$ cat src/rtl/cache_write_buffer.sv
// Write-back buffer between the L1 cache and line-granular memory: queues dirty
// evictions, drains them when the bus is idle, and serves reads from the queue or
// memory. Optional in-place write merging is enabled by defining WB_MERGE_EN.
module cache_write_buffer #(
  parameter int LINE_SIZE = 16,
  parameter int DEPTH     = 4
) (
  input  logic                     clk,
  input  logic                     reset,
  input  logic                     c_is_input_valid,
  input  logic [31:0]              c_addr,
  input  logic                     c_mem_read,
  input  logic                     c_mem_write,
  input  logic [8*LINE_SIZE-1:0]   c_din,
  output logic                     c_is_ready,
  output logic                     c_is_output_valid,
  output logic [8*LINE_SIZE-1:0]   c_dout,
  output logic [$clog2(DEPTH):0]   wb_count,
  output logic                     m_is_input_valid,
  output logic                     m_mem_read,
  output logic                     m_mem_write,
  output logic [31:0]              m_addr,
  output logic [8*LINE_SIZE-1:0]   m_din,
  input  logic                     m_is_output_valid,
  input  logic [8*LINE_SIZE-1:0]   m_dout,
  input  logic                     m_mem_ready
);

  localparam int W  = 8 * LINE_SIZE;
  localparam int PW = $clog2(DEPTH);
  localparam int CW = PW + 1;

  typedef enum logic {IDLE, RD_WAIT} state_e;

  state_e          state_q, state_d;
  logic [PW-1:0]   head_q, tail_q;
  logic [CW-1:0]   count_q;
  logic [DEPTH-1:0] valid_q;
  logic [31:4]     addr_q [DEPTH];
  logic [W-1:0]    data_q [DEPTH];
  logic [W-1:0]    c_dout_q;
  logic            c_valid_q;

  logic            ready, wr_req, rd_req, hit, rd_hit, rd_miss, drain, enq, merge;
  logic [PW-1:0]   hit_idx, idx;
  logic            unused_low_addr;

  assign unused_low_addr = ^c_addr[3:0];

  // Walk entries oldest to youngest so the youngest matching line wins.
  // NOTE: every always_comb output gets a default first so no latch is inferred.
  always_comb begin
    hit     = 1'b0;
    hit_idx = head_q;
    idx     = head_q;
    for (int i = 0; i < DEPTH; i++) begin
      idx = head_q + PW'(i);
      if (valid_q[idx] && addr_q[idx] == c_addr[31:4]) begin
        hit     = 1'b1;
        hit_idx = idx;
      end
    end
  end

  assign ready   = reset && (state_q == IDLE) && (count_q < CW'(DEPTH));
  assign wr_req  = c_is_input_valid && c_mem_write;
  assign rd_req  = c_is_input_valid && c_mem_read && !c_mem_write;
  assign rd_hit  = ready && rd_req && hit;
  assign rd_miss = ready && rd_req && !hit && m_mem_ready;
  assign drain   = (state_q == IDLE) && (count_q != '0) && m_mem_ready && !rd_miss;

`ifdef WB_MERGE_EN
  // A matching line may be rewritten in place unless it is the head leaving this cycle.
  assign merge = reset && (state_q == IDLE) && wr_req && hit && !(drain && hit_idx == head_q);
  assign enq   = ready && wr_req && !merge;
`else
  assign merge = 1'b0;
  assign enq   = ready && wr_req;
`endif

  // NOTE: sequential state uses non-blocking assignments only.
  always_ff @(posedge clk or negedge reset) begin
    if (!reset) begin
      state_q   <= IDLE;
      head_q    <= '0;
      tail_q    <= '0;
      count_q   <= '0;
      valid_q   <= '0;
      c_dout_q  <= '0;
      c_valid_q <= 1'b0;
    end else begin
      state_q   <= state_d;
      c_valid_q <= rd_hit;
      if (rd_hit) c_dout_q <= data_q[hit_idx];
      if (drain) begin
        valid_q[head_q] <= 1'b0;
        head_q          <= head_q + PW'(1);
      end
      if (enq) begin
        valid_q[tail_q] <= 1'b1;
        tail_q          <= tail_q + PW'(1);
      end
      case ({enq, drain})
        2'b10:   count_q <= count_q + CW'(1);
        2'b01:   count_q <= count_q - CW'(1);
        default: count_q <= count_q;
      endcase
    end
  end

  // NOTE: line storage carries no reset; valid_q alone decides what is live.
  always_ff @(posedge clk) begin
    if (enq) begin
      addr_q[tail_q] <= c_addr[31:4];
      data_q[tail_q] <= c_din;
    end
    if (merge) data_q[hit_idx] <= c_din;
  end

  always_comb begin
    state_d = state_q;
    case (state_q)
      IDLE:    if (rd_miss) state_d = RD_WAIT;
      RD_WAIT: if (m_is_output_valid) state_d = IDLE;
      default: state_d = IDLE;
    endcase
  end

  always_comb begin
    c_is_ready        = ready;
    c_is_output_valid = c_valid_q;
    c_dout            = c_dout_q;
    m_is_input_valid  = rd_miss || drain;
    m_mem_read        = rd_miss;
    m_mem_write       = drain;
    m_addr            = '0;
    m_din             = '0;
    if (state_q == RD_WAIT) begin
      c_is_output_valid = m_is_output_valid;
      c_dout            = m_dout;
    end
    if (rd_miss) begin
      m_addr = {c_addr[31:4], 4'b0};
    end else if (drain) begin
      m_addr = {addr_q[head_q], 4'b0};
      m_din  = data_q[head_q];
    end
  end

  assign wb_count = count_q;

endmodule

$ cat config.mk
export PLATFORM = sky130hd
export DESIGN_NAME = cache_write_buffer
export DESIGN_NICKNAME = d
export VERILOG_FILES = /design/src/rtl/cache_write_buffer.sv
export SDC_FILE = /design/constraint.sdc
export NUM_CORES = 1
export LEC_CHECK = 0
export ABC_AREA = 1
export CAP_MARGIN = 20
export CORE_ASPECT_RATIO = 1.5
export CORE_MARGIN = 1.5
export CORE_UTILIZATION = 33
export DETAILED_ROUTE_END_ITERATION = 7
export HOLD_SLACK_MARGIN = 0.12
export PLACE_DENSITY = 0.62
export SYNTH_ARGS = -nofsm -noshare
export SYNTH_HDL_FRONTEND = slang
export SYNTH_SLANG_ARGS = --single-unit
$ cat constraint.sdc
create_clock -name clk -period 8.3 [get_ports clk]
set_input_delay 1.245 -clock clk [delete_from_list [all_inputs] [get_ports clk]]
set_output_delay 1.245 -clock clk [all_outputs]
set_load 0.02 [all_outputs]
==> results.py <==
metrics = {
    "worst_setup_path": {
        "cpMostUsedCell": "nor2_1",
        "critical-path-slowest-cell": "dfrtp_4",
        "crit_chain": "inv_2 > ha_1 > inv_2 > buf_4 > nand3_1 > nand3_1 > nand2_1 > nor2_1 > nand4_1 > nor2_1 > nand2_1 > nand2_1 > nor2_1 > nand2_2 > nand2_8 > buf_4 > nor2_1 > clkdlybuf4s50_1",
        "critPathTopFamily": "simple AND/OR/NAND/NOR gates",
        "critPathCaptureType": "output pin",
        "critPathMaxStageDelay_ns": 0.81,
        "reg2reg_slack_ns": 1.92,
        "cp.arrival_ns": 6.44,
        "crit_fanout": 83,
        "cp_data_required_time_ns": 7.05,
        "critPathKind": "reg2out",
        "worst-path-buf-inv": 5,
        "crit_path_start_kind": "flop",
    },
    "power_and_ir_drop": {
        "p_int_mw": 8.894,
        "power.switching_mw": 7.600,
        "ir_drop_mv": 0.2339,
        "power_density_nw_per_um2": 318.2,
        "power.share.combinational_pct": 51.0,
        "p_leak_nw": 22.35,
        "swShare_pct": 46.08,
        "seq_power_share_pct": 26.8,
        "clkPwrFrac_pct": 22.2,
    },
    "clock_network": {
        "numCtsBuffers": 80,
        "cts.sinks": 765,
        "insertion_delay_ns": 0.69,
        "postCtsSetupBuffers": 0,
        "clk_pin_slew_ns": 0.06,
        "cts_resized": 0,
        "hold_buffers": 0,
        "root_buffer": "clkbuf_16",
        "cts_tree": "built",
        "clock_path_buffers": 3,
        "cts-htree-levels": 3,
    },
    "logic_synthesis": {
        "netlist_area_um2": 42160,
        "syn_inst": 5277,
        "synth_seq_cells": 765,
        "ys_seq_area_share_pct": 52.82,
        "yosysUniqueCellTypes": 34,
        "postSynthAreaPerCell_um2": 7.989,
        "ys_warn_count": 0,
    },
    "sta": {
        "fin_setup_tns_ns": 0,
        "period_share_pct": 92.62,
        "hold_violations": 0,
        "grt_setup_unrepaired": "no",
        "drv_slew": 0,
        "worstMarginPinSlew_ns": 1.176,
        "max_freq_mhz": 130.1,
        "setup_viol": 0,
        "fin_hold_ws_ns": 0.4772,
        "slew-limit-headroom_pct": 21.60,
        "finalClockSkew_ns": 0.03014,
        "period_needed_ns": 7.688,
    },
    "route": {
        "postRouteAntennaNets": 0,
        "wirelength_um": 160200,
        "wire_per_inst_um": 21.50,
        "vias": 38000,
        "viasPerCell": 5.102,
        "drcViolationCount": 0,
        "drt_pass1_iterations": 6,
        "drt_iter0_markers": 2529,
    },
    "placed_design": {
        "gp_congestion": 0.9689,
        "port_buffers": 582,
        "post-dp-hpwl_um": 105300,
    },
    "global_routing": {
        "overflow": 0,
        "grt_max_degree": 139,
        "grt_use_total_pct": 24.10,
        "grt_pass1_vias": 36580,
        "antenna_found_initial": 27,
        "grt_pass1_wl_um": 232800,
    },
    "finish": {
        "area_growth_pct": 22.96,
        "nFillCells": 12550,
        "multiInputGateArea_um2": 16590,
        "final_layout_size_suffix_gt1_share_pct": 3.490,
        "layout.area.seq_um2": 22280,
        "final_nets": 5967,
    },
    "die": {
        "fp.dieH_um": 440.7,
        "initial_core_util_pct": 33.27,
        "core_area_um2": 126700,
        "dieArea_um2": 129900,
        "rows": 160,
        "die_w_um": 294.8,
        "pin_count": 591,
    },
    "hold_path": {
        "hold_path_class": "reg2reg",
    },
    "flow_run": {
        "cap_violations": 0,
    },
    "outcome": {
        "status": "finished, final reports clean",
    },
}
path summary, 6_finish.rpt:
check	startpoint	end	depth (start not counted)
min in group asynchronous	reset	c_dout_q[106]	1
worst max register to register	head_q[0]	c_dout_q[29]	19
worst min register to register	c_dout_q[27]	c_dout_q[27]	2
max in group asynchronous	reset	c_dout_q[42]	2
worst min-delay path	c_dout_q[27]	c_dout_q[27]	2
worst max-delay path	head_q[0]	m_din[42]	18
sequential cells by signal, summed over array words and instances, names as in the netlist:
name       count
addr_q       112
c_dout_q     128
c_valid_q      1
data_q       512
head_q         2
state_q        1
tail_q         2
valid_q        4
wb_count       3
routing by layer:
layer	part of all wire, %	GRT usage (%)	up-vias	wire length (um)
met3	5.9	3.482	303	9470
met4	5.7	14.85	22	9117
met1	38	27.94	18110	61660
li1	-	-	18210	-
met5	0.082	0	-	132
met2	50	41.81	1351	79780
power by group through the flow:
stage	Combinational [mW]	Clock [mW]	Sequential (mW)
finish	8.41	3.67	4.41
global route	9.13	3.87	4.43
CTS	8.39	3.74	4.41
detailed placement	8.36	0	4.49
global placement	8.32	0	4.49
floorplan	5.31	0	4.44
Yosys cell counts:
cell type	instances	share of area [%]
edfxtp_1	624	44
and3_1	4	0.059
nand2_2	3	0.045
o22ai_1	28	0.42
nand3b_1	129	2.3
o21ai_1	18	0.21
ha_1	9	0.27
inv_2	9	0.080
or2_2	8	0.12
dfrtp_1	141	8.4
nor3_1	7	0.083
xnor2_1	1	0.021
a311oi_1	1	0.021
inv_1	462	4.1
nand2_1	1914	17
fa_1	1	0.047
buf_1	19	0.17
buf_4	45	0.80
nand3_1	749	8.9
xor2_1	15	0.31
or2_1	3	0.045
nor2_4	1	0.027
o21ai_0	273	3.2
a21oi_1	258	3.1
nand4_1	42	0.62
buf_6	8	0.21
and2_1	8	0.12
nor3b_1	2	0.036
nor2_1	234	2.1
buf_2	125	1.5
nor4_1	3	0.045
conb_1	1	0.0089
o21bai_2	1	0.027
clkbuf_1	131	1.2
cell families after synthesis:
group	count (synthesis)	synth area share (%)
AO/OA/AOI/OAI	579	6.981
flip-flops	765	52.82
XOR/XNOR	16	0.3324
adder cells (fa/ha/maj)	10	0.3146
AND/OR/NAND/NOR	3107	31.51
buffers and inverters	799	8.029
other	1	0.008896
tightest hold or removal path, delay by kind of cell (launching register included):
family,cells,cell delay (ns)
flops,1,0.34
simple gates,2,0.10
metrics by stage:
step	instance area, um2	total power, mW	worst slack, ns	util [%]	instances
after global routing	51830	17.42	0.3110	40.90	7445
after detailed placement	49120	12.85	1.342	38.76	7280
final	51830	16.49	0.6123	40.90	7448
after floorplan	42170	9.746	2.889	-	5280
after CTS	51790	16.55	0.5603	40.87	7430
after global placement	49120	12.81	1.364	38.76	7280
final cells by class:
type,instances,share of cell area [%]
timing repair buffer,628,12.20
antenna,17,0.08207
inverter,471,3.488
multi-input combinational,3716,32.01
clock inverter,35,0.7145
sequential,765,42.98
tap,1701,4.106
clock buffer,115,4.429
placed cells by master (no fill, tap or decap), drive strengths merged, types with 5 or more instances in the layout:
cell type and n:
o22ai 28, clkdlybuf4s50 581, diode 17, a21oi 258, nor2 235, and2 8, clkbuf 116, clkinv 23
or2 11, buf 46, dfrtp 141, xor2 15, bufinv 5, nand3b 129, o21ai 291, inv 474
nor3 7, ha 9, nand2 1917, nand4 42, edfxtp 624, nand3 749
Power figures use the tool's default switching activity.
